### config.mk
export PLATFORM = sky130hd
export DESIGN_NAME = bcd_to_decimal_decoder_fifo
export DESIGN_NICKNAME = d
export VERILOG_FILES = /design/src/rtl/bcd_to_decimal_decoder_fifo.sv
export SDC_FILE = /design/constraint.sdc
export NUM_CORES = 1
export LEC_CHECK = 0
export ABC_AREA = 1
export BUFFER_PORTS_ARGS = -buffer_cell sky130_fd_sc_hd__buf_2
export CAP_MARGIN = 40
export CORE_ASPECT_RATIO = 1.75
export CORE_UTILIZATION = 30
export CTS_BUF_LIST = sky130_fd_sc_hd__clkbuf_8
export CTS_CLUSTER_SIZE = 40
export DETAILED_ROUTE_END_ITERATION = 12
export PLACE_DENSITY = 0.52
export SYNTH_ARGS = -nofsm -noshare
export SYNTH_HDL_FRONTEND = slang
export SYNTH_SLANG_ARGS = --single-unit
### constraint.sdc
create_clock -name clk -period 1.72 [get_ports clk]
set_input_delay 0.086 -clock clk [delete_from_list [all_inputs] [get_ports clk]]
set_output_delay 0.086 -clock clk [all_outputs]
set_load 0.02 [all_outputs]
### src/rtl/bcd_to_decimal_decoder_fifo.sv
// BCD digit decoder with a valid/ready input, a small FIFO of one-hot decimal results,
// and a saturating count of illegal (10..15) codes.
module bcd_to_decimal_decoder_fifo #(
    parameter int DEPTH = 4,
    parameter int ERR_W = 8
) (
    input  logic                       clk,
    input  logic                       rst_n,
    input  logic                       clear,
    input  logic                       in_valid,
    output logic                       in_ready,
    input  logic [3:0]                 in_bcd,
    output logic                       out_valid,
    input  logic                       out_ready,
    output logic [9:0]                 out_dec,
    output logic                       out_err,
    output logic [ERR_W-1:0]           err_count,
    output logic [$clog2(DEPTH):0]     fifo_level
);

    localparam int AW = $clog2(DEPTH);
    localparam int LW = AW + 1;
    localparam logic [LW-1:0] FULL_LEVEL = LW'(DEPTH);

    logic [9:0]       dec_mem [DEPTH];
    logic             err_mem [DEPTH];

    logic [AW-1:0]    wr_ptr_q, wr_ptr_d;
    logic [AW-1:0]    rd_ptr_q, rd_ptr_d;
    logic [LW-1:0]    level_q, level_d;
    logic [ERR_W-1:0] err_cnt_q, err_cnt_d;

    logic [9:0]       dec_onehot;
    logic             code_illegal;
    logic             push;
    logic             pop;

    // One comparator per decimal digit; codes 10..15 leave every bit clear.
    generate
        for (genvar gi = 0; gi < 10; gi++) begin : g_decode
            assign dec_onehot[gi] = (in_bcd == 4'(gi));
        end
    endgenerate

    assign code_illegal = (in_bcd > 4'd9);

    // Readiness depends only on the stored level, never on out_ready.
    assign in_ready  = rst_n && !clear && (level_q < FULL_LEVEL);
    assign out_valid = (level_q != '0);

    assign push = in_valid && in_ready;
    assign pop  = out_valid && out_ready && rst_n && !clear;

    always_comb begin
        wr_ptr_d  = wr_ptr_q;
        rd_ptr_d  = rd_ptr_q;
        level_d   = level_q;
        err_cnt_d = err_cnt_q;
        if (push) begin
            wr_ptr_d = wr_ptr_q + AW'(1);
            if (code_illegal && (err_cnt_q != '1)) begin
                err_cnt_d = err_cnt_q + ERR_W'(1);
            end
        end
        if (pop) begin
            rd_ptr_d = rd_ptr_q + AW'(1);
        end
        case ({push, pop})
            2'b10:   level_d = level_q + LW'(1);
            2'b01:   level_d = level_q - LW'(1);
            default: level_d = level_q;
        endcase
    end

    always_ff @(posedge clk) begin
        if (!rst_n || clear) begin
            wr_ptr_q  <= '0;
            rd_ptr_q  <= '0;
            level_q   <= '0;
            err_cnt_q <= '0;
        end else begin
            wr_ptr_q  <= wr_ptr_d;
            rd_ptr_q  <= rd_ptr_d;
            level_q   <= level_d;
            err_cnt_q <= err_cnt_d;
        end
    end

    // Storage needs no reset: the head is masked whenever the FIFO is empty.
    always_ff @(posedge clk) begin
        if (push) begin
            dec_mem[wr_ptr_q] <= dec_onehot;
            err_mem[wr_ptr_q] <= code_illegal;
        end
    end

    assign out_dec    = out_valid ? dec_mem[rd_ptr_q] : 10'd0;
    assign out_err    = out_valid ? err_mem[rd_ptr_q] : 1'b0;
    assign err_count  = err_cnt_q;
    assign fifo_level = level_q;

endmodule

==> results of run 1 <==
-- cell type report --
cell class	count	area (um2)	area share, %
multi-input cells	184	987.2	29.21
clock inverters	7	57.56	1.703
inverters	32	122.6	3.628
flip-flops and latches	61	1670	49.43
well taps	120	150.1	4.443
clock buffers	9	123.9	3.665
repair buffers	46	267.8	7.923
-- kinds of logic (layout without fill, tap and decap cells) --
kind of cell               Yosys count  in the layout  synth area share (%)
and+or+nand+nor                    120            120                 20.50
DFF                                 61             61                 59.18
AOI/OAI and AO/OA                   55             55                 10.07
buffers and inverters               41             94                 6.239
adders and majority gates            7              7                 3.387
xor gates and xnor gates             2              2                0.6240
-- state kept, by name, indices dropped and copies added, names as in the netlist, named ones only --
signal and flops:
dec_mem 40, err_count 8, err_mem 4, fifo_level 3, rd_ptr_q 2, wr_ptr_q 2
-- repair_timing --
item | in CTS | in global routing
endpoints found under the setup margin | 1 | 3
buffers inserted | 0 | 2
pin swaps | 0 | 4
endpoints found under the hold margin | 0 | 0
gates resized for setup | 1 | 7
-- routing by layer --
layer	track usage [%]	wire (um)
met4	7.952	165
met2	25.38	3367
met5	0	0
met1	13.55	2239
met3	3.861	180
-- worst paths after layout --
path	start	endpoint	cells after the start
setup / recovery	fifo_level[2]	fifo_level[1]	8
hold reg to reg	rd_ptr_q[1]	rd_ptr_q[1]	2
hold / removal	in_bcd[0]	dec_mem[3][2]	2
setup reg to reg	fifo_level[2]	fifo_level[1]	8
-- through the flow --
step / setup TNS, ns / cell area, um2
finish: 0 / 3379
global route: -0.07576 / 3379
CTS: 0 / 3348
detailed placement: 0 / 3167
global placement: 0 / 3167
floorplan: 0 / 2814
-- report_power, final --
| group | switching (uW) | internal (uW) |
|---|---|---|
| sequential | 4.00 | 1570 |
| combinational | 84.3 | 39.5 |
| clock | 531 | 647 |
| total | 619 | 2260 |
-- synth_stat cells (all sizes together) --
cell type and count:
nor3 5, nand3b 1, nor2 72, a21oi 27
xor2 2, ha 6, o21ai 28, fa 1
edfxtp 44, dfxtp 17, nand2 33, clkbuf 4
nand3 8, inv 32, or2 1, buf 5
==> flow_summary.ini, run 1 <==
[cts]
path_clk_slew_ns = 0.07
cts_buffers = 9
htree_levels = 3
cts_root_buf = clkbuf_8
clock_latency_ns = 0.34
hold_buffers = 0
cts_sinks = 61
cts_tree = built
clock_path_buffers = 2

[placed_design]
place_ws_ns = 0.02770
gp_congestion = 0.7570
placedCellCount = 442
dp.final_hpwl_um = 4203
io_buffers = 32

[die]
io-pin-count = 33
initial_core_util_pct = 30.88
die-area_mm2 = 0.009765
placementRows = 46
die_h_um = 130.0
coreArea_mm2 = 0.009094
die_w_um = 75.13

[min_path]
min-delay-path-class = input port to flip-flop

[synth]
yosysWarnings = 0
ys_ff_latch = 61
ys_types = 29
yosysTopAreaCell = edfxtp_1
synthesis.area_mm2 = 0.002808
syn_avg_cell_area_um2 = 9.817
synth_area_leaders = edfxtp_1 (47%), dfxtp_1 (12%), nor2_1 (8.7%)
yosysSeqAreaShare_pct = 59.18
synth_top_area_share_pct = 47.06
synthCells = 286
syn_nets = 302

[global_route]
antenna_found_initial = 0
grtUsageTotal_pct = 13.90
grt_max_degree = 15
grt_pass1_wl_um = 9549
overflow = 0
grt_pass1_vias = 1974

[timing]
rsz0062_at_grt = yes
fmax_mhz = 604.5
slew_headroom_pct = 66.05
hold_ws_ns = 0.1242
period_minus_slack_ns = 1.654
timing.final.ws_setup_ns = 0.06564
period_share_pct = 96.18
slew_viol_final = 0
finClkSkew_ns = 0.004402
max_slew.worst_pin.slew_ns = 0.5053
setup_violations = 0
hold_viol_final = 0

[setup_path]
crit_chain = nor3_4 > nor2_8 > ha_4 > inv_4 > fa_1 > nor2_1 > a21oi_1 > nor2_1
crit_family = adder cells
start_kind = flip-flop
required_ns = 1.99
critPathMaxFanout = 4
endpoint_kind = flip-flop
slowest_stage = fa_1
max_stage_delay_ns = 0.40
path_buf_inv = 1
worstSetupPathType = flip-flop to flip-flop
r2r_setup_slack_ns = 0.07
cp_common_cell = nor2_1
crit_arrival_ns = 1.92

[routing]
ant_nets = 0
num_vias = 2028
drcViolationCount = 0
first_pass_iters = 4
avgViaCountPerCell = 4.418
drtIter0Drc = 133
routedWlPerCell_um = 12.97
routed_wl_um = 5953

[final_layout]
nFillCells = 952
fin_nets = 350
finalNonFillerCells = 459
layout-drive-gt1-share_pct = 26.55
layout_common_cells = nor2_1 (65), edfxtp_1 (44), buf_2 (31), nand2_1 (29), inv_1 (28)
diodes = 0
mostFrequentLayoutCell = nor2_1
area_growth_pct = 20.37
post-route-util_pct = 37.16

[power_and_ir_drop]
power_uw = 2879
powerDensity_mw_per_mm2 = 851.8
ir_worst_vdd_uv = 455.2
leakagePower_uw = 0.001328

[job]
drv_cap = 0

[status]
status = complete, no violations
Power figures use the tool's default switching activity.
==> run 2: changes to the inputs <==
--- a/config.mk
+++ b/config.mk
@@ -13,7 +13,10 @@
 export CTS_BUF_LIST = sky130_fd_sc_hd__clkbuf_8
 export CTS_CLUSTER_SIZE = 40
 export DETAILED_ROUTE_END_ITERATION = 12
+export GPL_TIMING_DRIVEN = 0
 export PLACE_DENSITY = 0.52
+export RECOVER_POWER = 25
 export SYNTH_ARGS = -nofsm -noshare
 export SYNTH_HDL_FRONTEND = slang
 export SYNTH_SLANG_ARGS = --single-unit
+export TNS_END_PERCENT = 1
==> flow_summary.ini, run 2 (synthesis gave the netlist of run 1 again) <==
[final_layout]
layout_common_cells = nor2_1 (64), edfxtp_1 (44), inv_1 (31), buf_2 (31), nand2_1 (29)
finalNonFillerCells = 465
area_growth_pct = 22.86
layout-drive-gt1-share_pct = 27.25
diodes = 0
regMostFlops = dec_mem
fin_nets = 356
mostFrequentLayoutCell = nor2_1
largest_reg_flops = 40

[routing]
first_pass_iters = 4
avgViaCountPerCell = 4.389
num_vias = 2041
ant_nets = 0
routedWlPerCell_um = 12.89
drtIter0Drc = 64
routed_wl_um = 5994
drcViolationCount = 0

[cts]
hold_buffers = 0
cts_root_buf = clkbuf_8
path_clk_slew_ns = 0.06
cts_tree = built
cts_buffers = 9
cts_sinks = 61
htree_levels = 3
clock_latency_ns = 0.34
clock_path_buffers = 2

[timing]
slew_headroom_pct = 65.68
finClkSkew_ns = 0.007709
hold_viol_final = 0
slew_viol_final = 0
max_slew.worst_pin.slew_ns = 0.5128
setup_violations = 0
timing.final.ws_setup_ns = 0.05811
fmax_mhz = 601.7
period_share_pct = 96.62
rsz0062_at_grt = yes
hold_ws_ns = 0.1318
period_minus_slack_ns = 1.662

[die]
placementRows = 46
die_w_um = 75.13
coreArea_mm2 = 0.009094
io-pin-count = 33
die_h_um = 130.0
initial_core_util_pct = 30.88
die-area_mm2 = 0.009765

[power_and_ir_drop]
powerDensity_mw_per_mm2 = 796.0
leakagePower_uw = 0.001352
ir_worst_vdd_uv = 343.8

[placed_design]
dp.final_hpwl_um = 4228
placedCellCount = 442
place_ws_ns = -0.1245
io_buffers = 32
gp_congestion = 0.7567

[setup_path]
critPathMaxFanout = 3
crit_arrival_ns = 1.93
endpoint_kind = flip-flop
reg2reg_depth = 8
cp-startpoint = fifo_level[0]
start_kind = flip-flop
worstSetupPathType = flip-flop to flip-flop
rr_startpoint = fifo_level[0]
required_ns = 1.99

[min_path]
hold_depth = 2
hp-start = in_bcd[0]
min-delay-path-class = input port to flip-flop

[global_route]
grtUsageTotal_pct = 13.80
grt_pass1_wl_um = 9494
grt_pass1_vias = 1935
grt_max_degree = 11
antenna_found_initial = 0
overflow = 0

[status]
status = complete, no violations

[job]
drv_cap = 0
-- run 2: changes by cell type in the layout (fill, tap and decap cells not counted), moves of 2 or more --
cell      before  now
clkbuf_1       0    2
inv_1         28   31
buf_6          0    6
buf_4         15   10
o21ai_0       25   22
clkinv_2       4    1
o21ai_1        2    5
-- run 2: timing repair --
action	CTS	global route
endpoints found under the setup margin	13	42
resized for setup	10	19
setup buffers	4	4
pin swaps	1	6
-- run 2: per-layer routing --
layer / wire length [um] / global-route usage [%] / up-vias
li1: - / - / 1053
met4: 116 / 6.427 / 0
met3: 209 / 3.938 / 11
met5: 0 / 0 / -
met1: 2344 / 13.78 / 926
met2: 3323 / 25.49 / 51
-- run 2: final cells by class --
class,count,area [um2]
fill,947,5644
sequential,61,1674
multi-input combinational,184,1003
timing repair buffer,44,274.0
tap,120,150.1
clock buffer,10,137.6
inverter,32,122.6
buffer,8,63.81
clock inverter,6,23.77
-- run 2: worst paths after layout --
check / slack (ns) / to
hold / removal: 0.13 / dec_mem[1][2]
hold reg to reg: 0.47 / rd_ptr_q[1]
setup reg to reg: 0.06 / fifo_level[1]
setup / recovery: 0.06 / fifo_level[1]
-- run 2: through the flow --
step	setup TNS (ns)	area (um2)	power, uW	util [%]
floorplan	0	2814	1689	-
global placement	-9.478	3124	1731	34.36
detailed placement	-0.2304	3166	1734	34.81
CTS	-0.01862	3391	2781	37.29
global route	-0.06012	3450	2855	37.93
finish	0	3450	2746	37.93
-- run 2: critical path: stages (launching register included) --
cell and delay (ns):
dfxtp_4 0.35, nor3_4 0.30, nor2_8 0.08, ha_4 0.17
inv_4 0.05, fa_2 0.43, nor2_2 0.10, a21oi_2 0.04
nor2_1 0.07
-- run 2: where the power goes --
part | total, uW | internal [uW] | switching (uW)
Sequential | 1580 | 1570 | 4.00
Combinational | 133 | 45.1 | 87.8
Clock | 1040 | 533 | 504
